### config.mk
export PLATFORM = sky130hd
export DESIGN_NAME = ftdi_pkt_loader
export DESIGN_NICKNAME = d
export VERILOG_FILES = /design/src/rtl/ftdi_pkt_loader_pkg.sv /design/src/rtl/ftdi_pkt_loader_sync.sv /design/src/rtl/ftdi_pkt_loader.sv
export SDC_FILE = /design/constraint.sdc
export NUM_CORES = 1
export LEC_CHECK = 0
export BUFFER_PORTS_ARGS = -buffer_cell sky130_fd_sc_hd__clkbuf_2
export CORE_MARGIN = 2
export CORE_UTILIZATION = 40
export CTS_CLUSTER_SIZE = 16
export DETAILED_ROUTE_END_ITERATION = 6
export GPL_TIMING_DRIVEN = 0
export PLACE_DENSITY = 0.61
export SYNTH_ARGS = -nofsm -noshare
export SYNTH_HDL_FRONTEND = slang
export SYNTH_HIERARCHICAL = 1
export SYNTH_SLANG_ARGS = --single-unit
export TNS_END_PERCENT = 10
### constraint.sdc
create_clock -name clk -period 7 [get_ports clk]
set_clock_uncertainty 0.1 [all_clocks]
set_input_delay 1.4 -clock clk [delete_from_list [all_inputs] [get_ports clk]]
set_output_delay 1.4 -clock clk [all_outputs]
set_load 0.01 [all_outputs]
### src/rtl/ftdi_pkt_loader_pkg.sv
// Shared constants and state encodings for the FT245 packet loader.
package ftdi_pkt_loader_pkg;

    localparam logic [7:0] SYNC_BYTE = 8'hA5;
    localparam logic [7:0] CMD_WRITE = 8'h57;
    localparam logic [7:0] ACK_BYTE  = 8'h06;
    localparam logic [7:0] NAK_BYTE  = 8'h15;

    typedef enum logic [2:0] {
        StIdle,
        StRdLo,
        StRdHi,
        StDispatch,
        StTxWait,
        StTxSetup,
        StTxWr,
        StTxHold
    } state_t;

    typedef enum logic [1:0] {
        PhSync,
        PhCmd,
        PhPayload,
        PhCsum
    } phase_t;

endpackage

### src/rtl/ftdi_pkt_loader_sync.sv
// Two-flop synchroniser for the FT245 status flags; resets to the inactive (high) level.
module ftdi_pkt_loader_sync (
    input  logic clk,
    input  logic reset_n,
    input  logic d,
    output logic q
);

    logic s1_q;

    always_ff @(posedge clk or negedge reset_n) begin
        if (!reset_n) begin
            s1_q <= 1'b1;
            q    <= 1'b1;
        end else begin
            s1_q <= d;
            q    <= s1_q;
        end
    end

endmodule

### src/rtl/ftdi_pkt_loader.sv
// Reads framed programming packets from an FT245 async FIFO into a word buffer,
// replies ACK/NAK, and holds the buffer for UFMwrite until it signals consumed.
module ftdi_pkt_loader
    import ftdi_pkt_loader_pkg::*;
#(
    parameter int unsigned NWORDS  = 6,
    parameter int unsigned RD_LOW  = 3,
    parameter int unsigned RD_HIGH = 3,
    parameter int unsigned WR_LOW  = 3,
    parameter int unsigned TIMEOUT = 2500000
) (
    input  logic        clk,
    input  logic        reset_n,
    input  logic        enable,
    input  logic        rxf_n,
    input  logic        txe_n,
    input  logic [7:0]  data_in,
    output logic [7:0]  data_out,
    output logic        data_oe,
    output logic        rd_n,
    output logic        wr_n,
    output logic        siwu,
    output logic        oe_n,
    input  logic [2:0]  word_idx,
    output logic [31:0] word_data,
    output logic        dataready,
    input  logic        consumed,
    output logic [7:0]  err_count
);

    localparam int unsigned NBYTES = 4 * NWORDS;

    state_t      state_q, state_d;
    phase_t      phase_q, phase_d;
    logic [7:0]  cnt_q, cnt_d;
    logic [31:0] to_cnt_q, to_cnt_d;
    logic [7:0]  byte_q, byte_d;
    logic [7:0]  sum_q, sum_d;
    logic [5:0]  k_q, k_d;
    logic        nak_q, nak_d;
    logic        abort_q, abort_d;
    logic        rd_n_q, rd_n_d;
    logic        wr_n_q, wr_n_d;
    logic        data_oe_q, data_oe_d;
    logic [7:0]  data_out_q, data_out_d;
    logic        dataready_q, dataready_d;
    logic [7:0]  err_q, err_d;
    logic        buf_we;
    logic        err_inc;
    logic        set_ready;
    logic [31:0] buf_q [NWORDS];
    logic        rxf_s, txe_s;

    ftdi_pkt_loader_sync u_sync_rxf (
        .clk     (clk),
        .reset_n (reset_n),
        .d       (rxf_n),
        .q       (rxf_s)
    );

    ftdi_pkt_loader_sync u_sync_txe (
        .clk     (clk),
        .reset_n (reset_n),
        .d       (txe_n),
        .q       (txe_s)
    );

    always_comb begin
        state_d     = state_q;
        phase_d     = phase_q;
        cnt_d       = cnt_q;
        to_cnt_d    = to_cnt_q;
        byte_d      = byte_q;
        sum_d       = sum_q;
        k_d         = k_q;
        nak_d       = nak_q;
        abort_d     = abort_q;
        rd_n_d      = rd_n_q;
        wr_n_d      = wr_n_q;
        data_oe_d   = data_oe_q;
        data_out_d  = data_out_q;
        dataready_d = dataready_q;
        err_d       = err_q;
        buf_we      = 1'b0;
        err_inc     = 1'b0;
        set_ready   = 1'b0;

        case (state_q)
            StIdle: begin
                if (!rxf_s && enable && !dataready_q) begin
                    state_d  = StRdLo;
                    rd_n_d   = 1'b0;
                    cnt_d    = '0;
                    abort_d  = 1'b0;
                    to_cnt_d = '0;
                end else if (phase_q != PhSync) begin
                    // Inter-byte silence inside a packet drops it without a reply.
                    if (to_cnt_q >= TIMEOUT - 1) begin
                        phase_d  = PhSync;
                        err_inc  = 1'b1;
                        to_cnt_d = '0;
                    end else begin
                        to_cnt_d = to_cnt_q + 32'd1;
                    end
                end
            end
            StRdLo: begin
                if (!enable) abort_d = 1'b1;
                if (cnt_q == 8'(RD_LOW - 1)) begin
                    byte_d  = data_in;
                    rd_n_d  = 1'b1;
                    cnt_d   = '0;
                    state_d = StRdHi;
                end else begin
                    cnt_d = cnt_q + 8'd1;
                end
            end
            StRdHi: begin
                if (!enable) abort_d = 1'b1;
                if (cnt_q == 8'(RD_HIGH - 1)) begin
                    state_d = StDispatch;
                end else begin
                    cnt_d = cnt_q + 8'd1;
                end
            end
            StDispatch: begin
                state_d = StIdle;
                if (abort_q || !enable) begin
                    phase_d = PhSync;
                end else begin
                    case (phase_q)
                        PhSync: begin
                            if (byte_q == SYNC_BYTE) phase_d = PhCmd;
                        end
                        PhCmd: begin
                            if (byte_q == CMD_WRITE) begin
                                sum_d   = CMD_WRITE;
                                k_d     = '0;
                                phase_d = PhPayload;
                            end else begin
                                nak_d   = 1'b1;
                                state_d = StTxWait;
                            end
                        end
                        PhPayload: begin
                            buf_we = 1'b1;
                            sum_d  = sum_q + byte_q;
                            k_d    = k_q + 6'd1;
                            if (k_q == 6'(NBYTES - 1)) phase_d = PhCsum;
                        end
                        PhCsum: begin
                            nak_d   = (sum_q != byte_q);
                            state_d = StTxWait;
                        end
                        default: phase_d = PhSync;
                    endcase
                end
            end
            StTxWait: begin
                if (!txe_s) begin
                    data_out_d = nak_q ? NAK_BYTE : ACK_BYTE;
                    data_oe_d  = 1'b1;
                    state_d    = StTxSetup;
                    err_inc    = nak_q;
                    set_ready  = !nak_q;
                end
            end
            StTxSetup: begin
                wr_n_d  = 1'b0;
                cnt_d   = '0;
                state_d = StTxWr;
            end
            StTxWr: begin
                if (cnt_q == 8'(WR_LOW - 1)) begin
                    wr_n_d  = 1'b1;
                    state_d = StTxHold;
                end else begin
                    cnt_d = cnt_q + 8'd1;
                end
            end
            StTxHold: begin
                data_oe_d = 1'b0;
                nak_d     = 1'b0;
                phase_d   = PhSync;
                state_d   = StIdle;
            end
            default: state_d = StIdle;
        endcase

        // A set on ACK beats a coincident consumed pulse.
        if (set_ready) begin
            dataready_d = 1'b1;
        end else if (consumed) begin
            dataready_d = 1'b0;
        end

        if (err_inc && err_q != 8'hFF) err_d = err_q + 8'd1;
    end

    always_ff @(posedge clk or negedge reset_n) begin
        if (!reset_n) begin
            state_q     <= StIdle;
            phase_q     <= PhSync;
            cnt_q       <= '0;
            to_cnt_q    <= '0;
            byte_q      <= '0;
            sum_q       <= '0;
            k_q         <= '0;
            nak_q       <= 1'b0;
            abort_q     <= 1'b0;
            rd_n_q      <= 1'b1;
            wr_n_q      <= 1'b1;
            data_oe_q   <= 1'b0;
            data_out_q  <= '0;
            dataready_q <= 1'b0;
            err_q       <= '0;
        end else begin
            state_q     <= state_d;
            phase_q     <= phase_d;
            cnt_q       <= cnt_d;
            to_cnt_q    <= to_cnt_d;
            byte_q      <= byte_d;
            sum_q       <= sum_d;
            k_q         <= k_d;
            nak_q       <= nak_d;
            abort_q     <= abort_d;
            rd_n_q      <= rd_n_d;
            wr_n_q      <= wr_n_d;
            data_oe_q   <= data_oe_d;
            data_out_q  <= data_out_d;
            dataready_q <= dataready_d;
            err_q       <= err_d;
        end
    end

    // Little-endian packing: payload byte k lands in word k/4, lane k%4.
    always_ff @(posedge clk or negedge reset_n) begin
        if (!reset_n) begin
            for (int w = 0; w < NWORDS; w++) buf_q[w] <= '0;
        end else if (buf_we) begin
            for (int w = 0; w < NWORDS; w++) begin
                if (k_q[5:2] == 4'(w)) buf_q[w][{k_q[1:0], 3'b000} +: 8] <= byte_q;
            end
        end
    end

    assign word_data = (32'(word_idx) < NWORDS) ? buf_q[word_idx] : '0;
    assign data_out  = data_out_q;
    assign data_oe   = data_oe_q;
    assign rd_n      = rd_n_q;
    assign wr_n      = wr_n_q;
    assign dataready = dataready_q;
    assign err_count = err_q;
    assign siwu      = 1'b1;
    assign oe_n      = 1'b1;

endmodule

==> flow_summary.toml <==
[worst_setup_path]
path_cells = "buf_2 -> buf_2 -> buf_1 -> mux2i_1 -> o22ai_1 -> clkbuf_2"
required_ns = 5.50
crit_top_cell = "buf_2"
cp_slowest_cell = "buf_1"
path_delay_family = "buffers and inverters"
cpPeakStageDelay_ns = 0.74
start_kind = "input port"
path_buf_inv = 4
path_class = "input port to output port"
worst-endpoint-arrival_ns = 3.53
path_max_fanout = 10
crit_path_end_kind = "output port"

[place]
pre_cts_ws_ns = 1.96
placed_cells = 1803
dp_hpwl_um = 22200
dpl_cell_area_um2 = 14200
gp_congestion = 0.796
io_buffers = 61

[drt]
num_vias = 9850
detail_route.vias_per_cell = 5.30
drt_iter0_markers = 581
ant_nets = 0
drc_errors = 0
routed_wl_um = 31900
avgRoutedWirePerCell_um = 17.2
detailedRoute.firstPassIterationCount = 5

[yosys]
netlist_area_um2 = 13300
synth_fa_ha_area_frac = 0.0250
yosysWarnings = 6
synth_edf_count = 0
synth_cell_types = 68
muxShareOfSynthArea = 0.0914
ys.flop_type = "dfrtp_1"
synth_top_family_by_area = "simple AND/OR/NAND/NOR gates"
synth_async_sr_flop_share = 1.00
ys_ff_latch = 280
synth_compound_area_frac = 0.145
synth_xor_area_frac = 0.0191
synthSimpleGateAreaFrac = 0.149
synth_cells = 1294
synth_seq_area_share = 0.527
avgSynthCellArea_um2 = 10.3

[global_routing]
grt_start_max_net_pins = 110
antenna_found_initial = 0
first_global_vias = 9874
track_usage = 0.187
grt-ovfl-total = 0
grt_pass1_wl_um = 53200

[clock_network]
post_cts_buffers = 0
tritoncts = "built"
htreeDepth = 1
holdBufCountCts = 0
cts-resized-gates = 0
root_buffer = "clkbuf_16"
cts-buffers-inserted = 30
clkLatencyLatePin_ns = 0.57
cts_sinks = 280
clk_pin_slew_worst_paths_ns = 0.06
clockBufferDepth = 3

[sta]
holdWs_ns = 0.256
fmax_ghz = 0.199
finalSetupViolCount = 0
finalWorstSetupSlack_ns = 1.97
period_minus_slack_ns = 5.03
finalHoldViolCount = 0
rsz0062_at_grt = "no"
slew_headroom = 0.268
report.final.slew_viol_count = 0
max_slew.worst_pin.slew_ns = 1.10
fin_crit_sh = 0.719
setup_tns_ns = 0

[pwr]
total_power_mw = 3.88
p_per_area_nw_per_um2 = 254
vdd_ir_drop_max_v = 0.000278
power_leakage_nw = 6.86

[run]
drv_cap = 0

[final_layout]
diodes = 0
fin_area_um2 = 15300
nets = 1436
stdcell_count = 1857
fin_util = 0.468
area_growth_pct = 14.7
drive_gt1_frac = 0.142

[floorplanning]
die_width_um = 186
fp-row-count = 66
start_util = 0.408
die_h_um = 186
ios = 71
core_um2 = 32600
dieArea_um2 = 34700

[status]
outcome = "complete, no violations"

[min_path]
hold_path_class = "register to register"
-- logic make-up (layout without fill, tap and decap cells) --
logic type                 Yosys count  count (layout)
muxes                               80              80
adders and majority gates           26              26
and+or+nand+nor                    429             429
other                                2               6
xor gates and xnor gates            29              29
DFF                                280             280
buffers and inverters              136             253
AOI/OAI and AO/OA                  312             312
-- cells in the mapped netlist, types with 3 or more instances --
cell | instances | area, um2
a211oi_1 | 3 | 22.5
a21o_1 | 5 | 37.5
a21oi_1 | 20 | 100
a22o_1 | 52 | 455
a31oi_1 | 7 | 43.8
and2_1 | 8 | 50.1
and3_1 | 10 | 62.6
and4_1 | 5 | 43.8
buf_1 | 13 | 48.8
buf_2 | 16 | 80.1
buf_4 | 7 | 52.6
clkbuf_1 | 38 | 143
dfrtp_1 | 274 | 6860
dfstp_2 | 6 | 158
ha_1 | 25 | 313
inv_1 | 61 | 229
mux2_2 | 12 | 135
mux2i_1 | 36 | 360
mux4_2 | 32 | 721
nand2_1 | 236 | 886
nand2b_1 | 8 | 50.1
nand3_1 | 26 | 130
nand3b_1 | 4 | 30.0
nand4_1 | 10 | 62.6
nand4b_1 | 3 | 26.3
nor2_1 | 63 | 236
nor2b_1 | 5 | 31.3
nor3_1 | 16 | 80.1
nor3b_1 | 5 | 37.5
nor4_1 | 5 | 31.3
o21ai_0 | 165 | 826
o21bai_1 | 3 | 22.5
o22ai_1 | 39 | 244
o31ai_1 | 4 | 30.0
or3_1 | 6 | 37.5
xnor2_1 | 9 | 78.8
xor2_1 | 20 | 175
-- layer usage --
metal / vias to the layer above / global-route usage / part of all wire
met5: - / 0 / 0
li1: 4742 / - / -
met4: 0 / 0.0425 / 0.018
met2: 180 / 0.308 / 0.47
met3: 42 / 0.0246 / 0.039
met1: 4886 / 0.264 / 0.47
-- cell usage in the layout, fill, tap and decap left out, types with 9 or more instances in the layout --
cell type	netlist	routed
a21oi_1	20	20
a22o_1	52	52
and3_1	10	10
buf_1	13	13
buf_2	16	16
clkbuf_1	38	45
clkbuf_16	0	30
clkbuf_2	0	60
dfrtp_1	274	274
ha_1	25	25
inv_1	61	61
mux2_2	12	12
mux2i_1	36	36
mux4_2	32	32
nand2_1	236	236
nand3_1	26	26
nand4_1	10	10
nor2_1	63	63
nor3_1	16	16
o21ai_0	165	165
o22ai_1	39	39
xnor2_1	9	9
xor2_1	20	20
-- state kept, by name, summed over array words and instances (netlist names), 2 cells and up --
register	cells
buf_q	192
to_cnt_q	32
byte_q	8
cnt_q	8
err_count	8
sum_q	8
k_q	6
data_out	3
state_q	3
phase_q	2
-- final timing paths --
path | from | to | slack [ns] | depth (start not counted)
worst max-delay path | word_idx[0] | word_data[19] | 1.97 | 6
worst min-delay path | u_sync_rxf/s1_q | u_sync_rxf/q | 0.26 | 0
worst max register to register | state_q[0] | buf_q[127] | 3.74 | 10
worst min register to register | u_sync_rxf/s1_q | u_sync_rxf/q | 0.26 | 0
max in group asynchronous | reset_n | err_count[3] | 4.89 | 2
min in group asynchronous | reset_n | buf_q[125] | 0.83 | 1
-- where the power goes --
part	internal (mW)	total (mW)	switching, mW
registers	1.68	1.80	0.124
clock network	0.971	1.63	0.656
logic	0.170	0.454	0.285
-- cell type report --
cell class	count	area [um2]
fillers	3107	17400
flip-flops and latches	280	7010
multi-input cells	882	5740
clock buffers	44	873
well taps	442	553
repair buffers	63	369
plain buffers	75	335
inverters	61	229
clock inverters	10	140
(Power assumes the default switching activity.)
